===== src/rtl/add_stream_accum_if.sv =====
// Bundle of the sample stream, adder operand/result and packet-result handshake
// signals that connect add_stream_accum to its source, adder and sink.
interface add_stream_accum_if #(
  parameter int WIDTH   = 16,
  parameter int COUNT_W = 8
);
  logic               flush;
  logic               in_valid;
  logic               in_ready;
  logic [WIDTH-1:0]   in_data;
  logic               in_last;
  logic [WIDTH-1:0]   add_a;
  logic [WIDTH-1:0]   add_b;
  logic [WIDTH-1:0]   add_o;
  logic               out_valid;
  logic               out_ready;
  logic [WIDTH-1:0]   out_sum;
  logic [COUNT_W-1:0] out_count;
  logic               out_ovf;

  // The accumulator is the slave; the surrounding environment is the master.
  modport slave (
    input  flush, in_valid, in_data, in_last, add_o, out_ready,
    output in_ready, add_a, add_b, out_valid, out_sum, out_count, out_ovf
  );

  modport master (
    output flush, in_valid, in_data, in_last, add_o, out_ready,
    input  in_ready, add_a, add_b, out_valid, out_sum, out_count, out_ovf
  );
endinterface


===== src/rtl/add_stream_accum.sv =====
// Packet accumulator feeding an external add_bNN adder; sums in_last-delimited
// packets and holds the sum, saturating beat count and sticky overflow until taken.
module add_stream_accum #(
  parameter int WIDTH   = 16,
  parameter int COUNT_W = 8
) (
  input  logic                clk,
  input  logic                rst_n,
  add_stream_accum_if.slave   bus
);

  typedef enum logic {ACC, HOLD} state_t;

  state_t             state_q;
  logic [WIDTH-1:0]   acc_q;
  logic [COUNT_W-1:0] cnt_q;
  logic               ovf_q;
  logic               out_valid_q;
  logic [WIDTH-1:0]   out_sum_q;
  logic [COUNT_W-1:0] out_count_q;
  logic               out_ovf_q;

  logic [COUNT_W-1:0] cnt_d;
  logic               ovf_d;
  logic               carry;
  logic               accept;

  assign bus.add_a     = acc_q;
  assign bus.add_b     = bus.in_data;
  assign bus.in_ready  = (state_q == ACC) && !bus.flush;
  assign bus.out_valid = out_valid_q;
  assign bus.out_sum   = out_sum_q;
  assign bus.out_count = out_count_q;
  assign bus.out_ovf   = out_ovf_q;

  // add_o is only consumed under accept, so an undriven adder while idle is harmless.
  assign accept = bus.in_valid && bus.in_ready;
  assign carry  = (bus.add_o < acc_q);
  assign ovf_d  = ovf_q | carry;
  assign cnt_d  = (cnt_q == {COUNT_W{1'b1}}) ? cnt_q
                                             : cnt_q + {{(COUNT_W-1){1'b0}}, 1'b1};

  always_ff @(posedge clk or negedge rst_n) begin
    if (!rst_n) begin
      state_q     <= ACC;
      acc_q       <= '0;
      cnt_q       <= '0;
      ovf_q       <= 1'b0;
      out_valid_q <= 1'b0;
      out_sum_q   <= '0;
      out_count_q <= '0;
      out_ovf_q   <= 1'b0;
    end else begin
      case (state_q)
        ACC: begin
          if (bus.flush) begin
            acc_q <= '0;
            cnt_q <= '0;
            ovf_q <= 1'b0;
          end else if (accept) begin
            acc_q <= bus.add_o;
            cnt_q <= cnt_d;
            ovf_q <= ovf_d;
            if (bus.in_last) begin
              state_q     <= HOLD;
              out_valid_q <= 1'b1;
              out_sum_q   <= bus.add_o;
              out_count_q <= cnt_d;
              out_ovf_q   <= ovf_d;
            end
          end
        end
        HOLD: begin
          // Result stays frozen here; flush has no effect until the sink takes it.
          if (bus.out_ready) begin
            state_q     <= ACC;
            out_valid_q <= 1'b0;
            acc_q       <= '0;
            cnt_q       <= '0;
            ovf_q       <= 1'b0;
          end
        end
        default: state_q <= ACC;
      endcase
    end
  end

endmodule

===== src/flat_wrapper.sv =====
// flat-port wrapper written by rule: the top's interface ports become plain ports
module add_stream_accum_flat 
#(
  parameter int WIDTH   = 16,
  parameter int COUNT_W = 8
)
  (clk, rst_n, bus_flush, bus_in_valid, bus_in_data, bus_in_last, bus_add_o, bus_out_ready, bus_in_ready, bus_add_a, bus_add_b, bus_out_valid, bus_out_sum, bus_out_count, bus_out_ovf);
  add_stream_accum_if #(.WIDTH(WIDTH), .COUNT_W(COUNT_W)) bus_i ();
  input  logic clk;
  input  logic rst_n;
  input wire logic [$bits(bus_i.flush)-1:0] bus_flush;
  input wire logic [$bits(bus_i.in_valid)-1:0] bus_in_valid;
  input wire logic [$bits(bus_i.in_data)-1:0] bus_in_data;
  input wire logic [$bits(bus_i.in_last)-1:0] bus_in_last;
  input wire logic [$bits(bus_i.add_o)-1:0] bus_add_o;
  input wire logic [$bits(bus_i.out_ready)-1:0] bus_out_ready;
  output wire logic [$bits(bus_i.in_ready)-1:0] bus_in_ready;
  output wire logic [$bits(bus_i.add_a)-1:0] bus_add_a;
  output wire logic [$bits(bus_i.add_b)-1:0] bus_add_b;
  output wire logic [$bits(bus_i.out_valid)-1:0] bus_out_valid;
  output wire logic [$bits(bus_i.out_sum)-1:0] bus_out_sum;
  output wire logic [$bits(bus_i.out_count)-1:0] bus_out_count;
  output wire logic [$bits(bus_i.out_ovf)-1:0] bus_out_ovf;
  assign bus_i.flush = bus_flush;
  assign bus_i.in_valid = bus_in_valid;
  assign bus_i.in_data = bus_in_data;
  assign bus_i.in_last = bus_in_last;
  assign bus_i.add_o = bus_add_o;
  assign bus_i.out_ready = bus_out_ready;
  assign bus_in_ready = bus_i.in_ready;
  assign bus_add_a = bus_i.add_a;
  assign bus_add_b = bus_i.add_b;
  assign bus_out_valid = bus_i.out_valid;
  assign bus_out_sum = bus_i.out_sum;
  assign bus_out_count = bus_i.out_count;
  assign bus_out_ovf = bus_i.out_ovf;
  add_stream_accum #(.WIDTH(WIDTH), .COUNT_W(COUNT_W)) u_core (.clk(clk), .rst_n(rst_n), .bus(bus_i));
endmodule

===== config.mk =====
export PLATFORM = sky130hd
export DESIGN_NAME = add_stream_accum_flat
export DESIGN_NICKNAME = d
export VERILOG_FILES = /design/src/rtl/add_stream_accum_if.sv /design/src/rtl/add_stream_accum.sv /design/src/flat_wrapper.sv
export SDC_FILE = /design/constraint.sdc
export NUM_CORES = 1
export LEC_CHECK = 0
export ABC_AREA = 1
export ABC_CLOCK_PERIOD_IN_PS = 2000
export CORE_MARGIN = 2
export CORE_UTILIZATION = 35
export DETAILED_ROUTE_END_ITERATION = 8
export HOLD_SLACK_MARGIN = 0.12
export PLACE_DENSITY = 0.65
export SYNTH_ARGS = -nofsm -noshare
export SYNTH_HDL_FRONTEND = slang
export SYNTH_SLANG_ARGS = --single-unit

===== constraint.sdc =====
create_clock -name clk -period 2 [get_ports clk]
set_input_delay 0.4 -clock clk [delete_from_list [all_inputs] [get_ports clk]]
set_output_delay 0.4 -clock clk [all_outputs]
set_load 0.02 [all_outputs]

# Word-level counts from Yosys, hierarchy flattened

Index checks and enable logic that the tools add are counted.

Flip-flop bits (word level): 52
Latch bits: 0
Bits in writable memories: 0
Bits in read-only memories: 0
Bits of input ports: 38
Output and inout port bits: 59
Word-level logic and storage cells: 47
Memories kept: 0

Add/subtract/negate cells: 1
Multiply operators: 0
Div/mod/pow operators: 0
Magnitude comparators: 1
Eq/ne operators: 6
Shift-type cells: 0
Muxes and demuxes: 22
Bitwise logic cells: 3
Reduce and logical (&&, ||, !) cells: 6

Operators with widths:

| kind                                                             | count |
|---|---|
| 16-bit two-way mux                                               | 3 |
| 8-bit two-way mux                                                | 4 |
| 16-bit one-hot mux with 2 select lines                           | 1 |
| 16-bit less-than comparator                                      | 1 |
| 8-bit one-hot mux with 2 select lines                            | 1 |
| 1-bit two-way mux                                                | 10 |
| 8-bit by 1-bit adder with 8-bit output (second input constant)   | 1 |
| 8-bit == test (second input constant)                            | 1 |
| 4-bit AND reduction                                              | 2 |
| 2-bit != test (second input constant)                            | 3 |
| 1-bit one-hot mux with 2 select lines                            | 3 |
| 3-bit by 2-bit != test with 1-bit output (second input constant) | 1 |
| 1-bit logical AND                                                | 2 |
| 2-bit by 1-bit != test with 1-bit output (second input constant) | 1 |
| 1-bit inverter                                                   | 2 |
| 2-bit AND reduction                                              | 1 |
| 1-bit logical NOT                                                | 1 |
| 1-bit bitwise OR                                                 | 1 |

# Longest topological paths before layout

Word-level depth: 6
Gate-level depth with buffers: 13
Depth with buffers taken out: 13

# Worst setup path before layout

OpenSTA, ideal clock, no wires.

Kind: reg2reg
Start point: register u_core.state_q
End point: register u_core.out_sum_q[2] (netlist: u_core.bus.out_sum[2])
Setup time: 0.131 ns
Arrival: 1.363 ns
Required time: 1.869 ns
Slack: 0.507 ns
Cell stages (with the launch flop): 9
Buffers on the path: 2
Period minus slack after synthesis: 1.493 ns
Path through: dfrtp_1 > nor2_2 > inv_2 > nor2_4 > nand2_1 > buf_6 > buf_6 > nand2_1 > o21ai_0

Cells in the longest elaborated chain, start to end: 4

Ends and longest elaborated chain:

| item                                 | RTL line               | RTL |
|---|---|---|
| start, declared                      | add_stream_accum.sv:14 | `state_t state_q;` |
| start signal, assigned               | add_stream_accum.sv:45 | `state_q <= ACC;` |
| start signal, assigned               | add_stream_accum.sv:65 | `state_q <= HOLD;` |
| start signal, assigned               | add_stream_accum.sv:76 | `state_q <= ACC;` |
| 1-bit inverter (no source line)      | --                     |  |
| 1-bit logical AND                    | add_stream_accum.sv:30 | `assign bus.in_ready = (state_q == ACC) && !bus.flush;` |
| via bus_in_ready                     | flat_wrapper.sv:17     | `output wire logic [$bits(bus_i.in_ready)-1:0] bus_in_ready;` |
| 1-bit logical AND                    | add_stream_accum.sv:37 | `assign accept = bus.in_valid && bus.in_ready;` |
| 4-bit AND reduction (no source line) | --                     |  |
| end signal, assigned                 | add_stream_accum.sv:67 | `out_sum_q <= bus.add_o;` |
| end, declared                        | add_stream_accum.sv:19 | `logic [WIDTH-1:0] out_sum_q;` |

The timed path passes the listed nets, and every way through them passes these cells.
A chain may end at the register's enable or synchronous reset.

# Worst setup path after layout

Start point: input bus_flush
End point: output bus_in_ready

Cells in the longest elaborated chain, start to end: 2

Ends and longest elaborated chain:

| item              | RTL line               | RTL |
|---|---|---|
| start, declared   | flat_wrapper.sv:11     | `input wire logic [$bits(bus_i.flush)-1:0] bus_flush;` |
| 1-bit logical NOT | add_stream_accum.sv:30 |  |
| 1-bit logical AND | add_stream_accum.sv:30 |  |
| end, declared     | flat_wrapper.sv:17     |  |

Every way passes these cells.

==> metrics.md <==
| Metric | Value |
|---|---|
| Slew headroom | `approximately 64%` |
| Global-route usage over all layers | `14.8%` |
| CTS Sinks | `52` |
| 1st-iter DRT viols | `116` |
| FF+latch count, synth | `between 50 and 60` |
| Fin crit share | `between 90% and 100%` |
| R2R setup slack | `a little under 0.4 ns` |
| Avg WL per Cell | `around 13 um` |
| Final Hold Viols | `0` |
| Final Max Tran Viols | `0` |
| CP max stage delay | `approximately 0.61 ns` |
| Tightest Pin Transition | `roughly 0.54 ns` |
| Most frequent cells in the layout | `73 x nand2_1, 63 x clkdlybuf4s50_1, 52 x dfrtp_1, 49 x inv_1, 20 x o21ai_0` |
| DRC Markers | `0` |
| Yosys warning count | `0` |
| LEAKAGE | `1.69 nW` |
| Initial antenna violation count | `0` |
| ANT nets after route | `0` |
| CTS Hold Bufs | `1` |
| Seq/Total Area, Yosys | `between 40% and 50%` |
| Vias in the first global route | `roughly 2200` |
| Share of cells above drive strength 1 | `8.71%` |
| CP Class | `input port to output port` |
| Clock period minus worst slack | `approximately 1.9 ns` |
| CP Cell Sequence | `clkdlybuf4s50_1 > nor2_2 > clkdlybuf4s50_1` |
| DR WL met2 | `about 2.8 mm` |
| Highest metal used | `met4` |
| Synthesized instance count | `298` |
| Fmax | `approximately 520 MHz` |
| Yosys cell types | `28` |
| VDD IR max | `~380 uV` |
| Core area | `roughly 0.0073 mm2` |
| Clock Skew | `between 0.01 and 0.015 ns` |
| Final setup fails | `0` |
| Nets@finish | `between 400 and 500` |
| Cell area after layout | `approximately 0.0035 mm2` |
| Final wirelength | `approximately 6 mm` |
| FP Rows | `31` |
| DP Area | `around 0.0033 mm2` |
| Wire length on met3 | `between 300 and 400 um` |
| Placer Congestion | `between 0.8 and 0.9` |
| Outcome | `completed` |
| CTS clk-pin slew, worst paths | `0.09 ns` |
| Critical Path Most Common Cell | `clkdlybuf4s50_1` |
| Vias/cell | `around 4.6` |
| Die X | `around 91 um` |
| Die height | `91.0 um` |
| Die area | `between 0.008 and 0.009 mm2` |
| Post-CTS Setup Bufs | `0` |
| Grt total ovfl | `0` |
| CTS max path bufs | `2` |
| Final HPWL DP | `4.37 mm` |
| Slowest cell on crit path | `clkdlybuf4s50_1` |
| Worst path required time | `approximately 1.6 ns` |
| Most common cell after layout, fill and taps aside | `nand2_1` |
| Filler cells | `between 700 and 800` |
| Ports | `97` |
| CTS tree | `yes` |
| Setup TNS | `0 ns` |
| # resized after CTS | `0` |
| CTS buffer count | `5` |
| Mean Syn Cell Area | `8.89 um2` |
| Via count | `roughly 2100` |
| Crit start category | `input port` |
| Global-route wire length before repair | `9.98 mm` |
| Setup repair after global routing missed its margin | `false` |
| Clock Latency Late Sink | `approximately 0.31 ns` |
| IO buf count | `64` |
| Starting Density | `a little over a third` |
| HP Class | `flop to flop` |
| CP Max Fanout | `2` |
| Worst Setup End Kind | `output port` |
| Maxcap violations | `0` |
| Drt first pass iters | `4` |
| Wl on met1 | `about 2.7 mm` |
| PD cells | `848 mW/mm2` |
| CTS root buffer | `clkbuf_8` |
| Largest net degree at the start of global routing | `26` |
| Net Count, Synth | `between 300 and 400` |
| Synthesis-to-finish area growth | `31.5%` |
| WP data arrival | `approximately 1.5 ns` |
| H-tree depth | `2` |
| ANT cells | `0` |
| Area of the mapped netlist | `about 0.0026 mm2` |
[cells in the mapped netlist (all sizes together)]
cell type	count	area, um2
clkbuf	4	15.0
inv	51	191
o22ai	17	120
ha	16	200
a21oi	10	50.1
nand3b	1	7.51
nor2	7	36.3
nand3	6	42.5
nor3	3	26.3
xor2	4	35.0
o21ai	30	161
dfrtp	52	1300
or2	2	12.5
nand2	74	280
buf	20	159
a22o	1	10.0
[logic make-up after synthesis]
logic type      count (synthesis)  share of synthesized area (%)
simple gates                   93                           15.3
buf+inv                        75                           13.8
compound gates                 58                           12.9
flops                          52                           49.1
fa+ha+maj                      16                           7.56
xor+xnor                        4                           1.32
[metrics by stage]
step                hold WS [ns]  std cells  utilization [%]  total power [mW]  setup slack (ns)
finish                     0.493        455             47.8              2.96            0.0611
global route               0.526        455             47.8              3.10            0.0177
CTS                        0.497        455             47.8              3.00            0.0511
detailed placement         0.416        446             45.5              1.99            0.0544
global placement           0.404        446             45.5              1.98            0.0555
floorplan                  0.104        298                -              1.66             0.507
[layer usage]
metal,vias up,global-route usage (%)
li1,1046,-
met4,0,4.42
met5,-,0
met3,9,4.23
met1,992,18.7
met2,47,24.6
[worst max-delay path, delay by kind of cell]
family	cells	cell delay, ns
and+or+nand+nor	1	0.11
buffers and inverters	2	1.02
[area by class of cell]
class / instances / area, um2 / share of cell area (%)
tap: 99 / 124 / 3.56
multi-input combinational: 171 / 982 / 28.2
inverter: 51 / 191 / 5.50
clock buffer: 5 / 68.8 / 1.98
timing repair buffer: 74 / 726 / 20.8
sequential: 52 / 1300 / 37.4
clock inverter: 3 / 90.1 / 2.59
[sequential cells by signal, indices dropped and copies added, names as in the netlist]
register	count
u_core.bus.add_a	16
u_core.bus.out_sum	16
u_core.bus.out_count	8
u_core.cnt_q	8
u_core.bus.out_ovf	1
u_core.bus.out_valid	1
u_core.ovf_q	1
u_core.state_q	1
[worst paths after layout]
kind	from	endpoint	cells after the start
min in group asynchronous	rst_n	u_core.bus.out_sum[6]$_DFFE_PN0P_	2
max in group asynchronous	rst_n	u_core.cnt_q[6]$_DFFE_PN0P_	3
worst max-delay path	bus_flush	bus_in_ready	3
worst min-delay path	u_core.bus.out_sum[11]$_DFFE_PN0P_	u_core.bus.out_sum[11]$_DFFE_PN0P_	2
worst min register to register	u_core.bus.out_sum[11]$_DFFE_PN0P_	u_core.bus.out_sum[11]$_DFFE_PN0P_	2
worst max register to register	u_core.cnt_q[0]$_DFFE_PN0P_	u_core.bus.out_count[1]$_DFFE_PN0P_	7
[where the power goes]
group	switching [mW]	internal [mW]
sequential	0.0669	1.17
clock	0.369	0.626
combinational	0.389	0.340
total	0.825	2.13
Note: power is estimated with default switching activity, not from simulation.
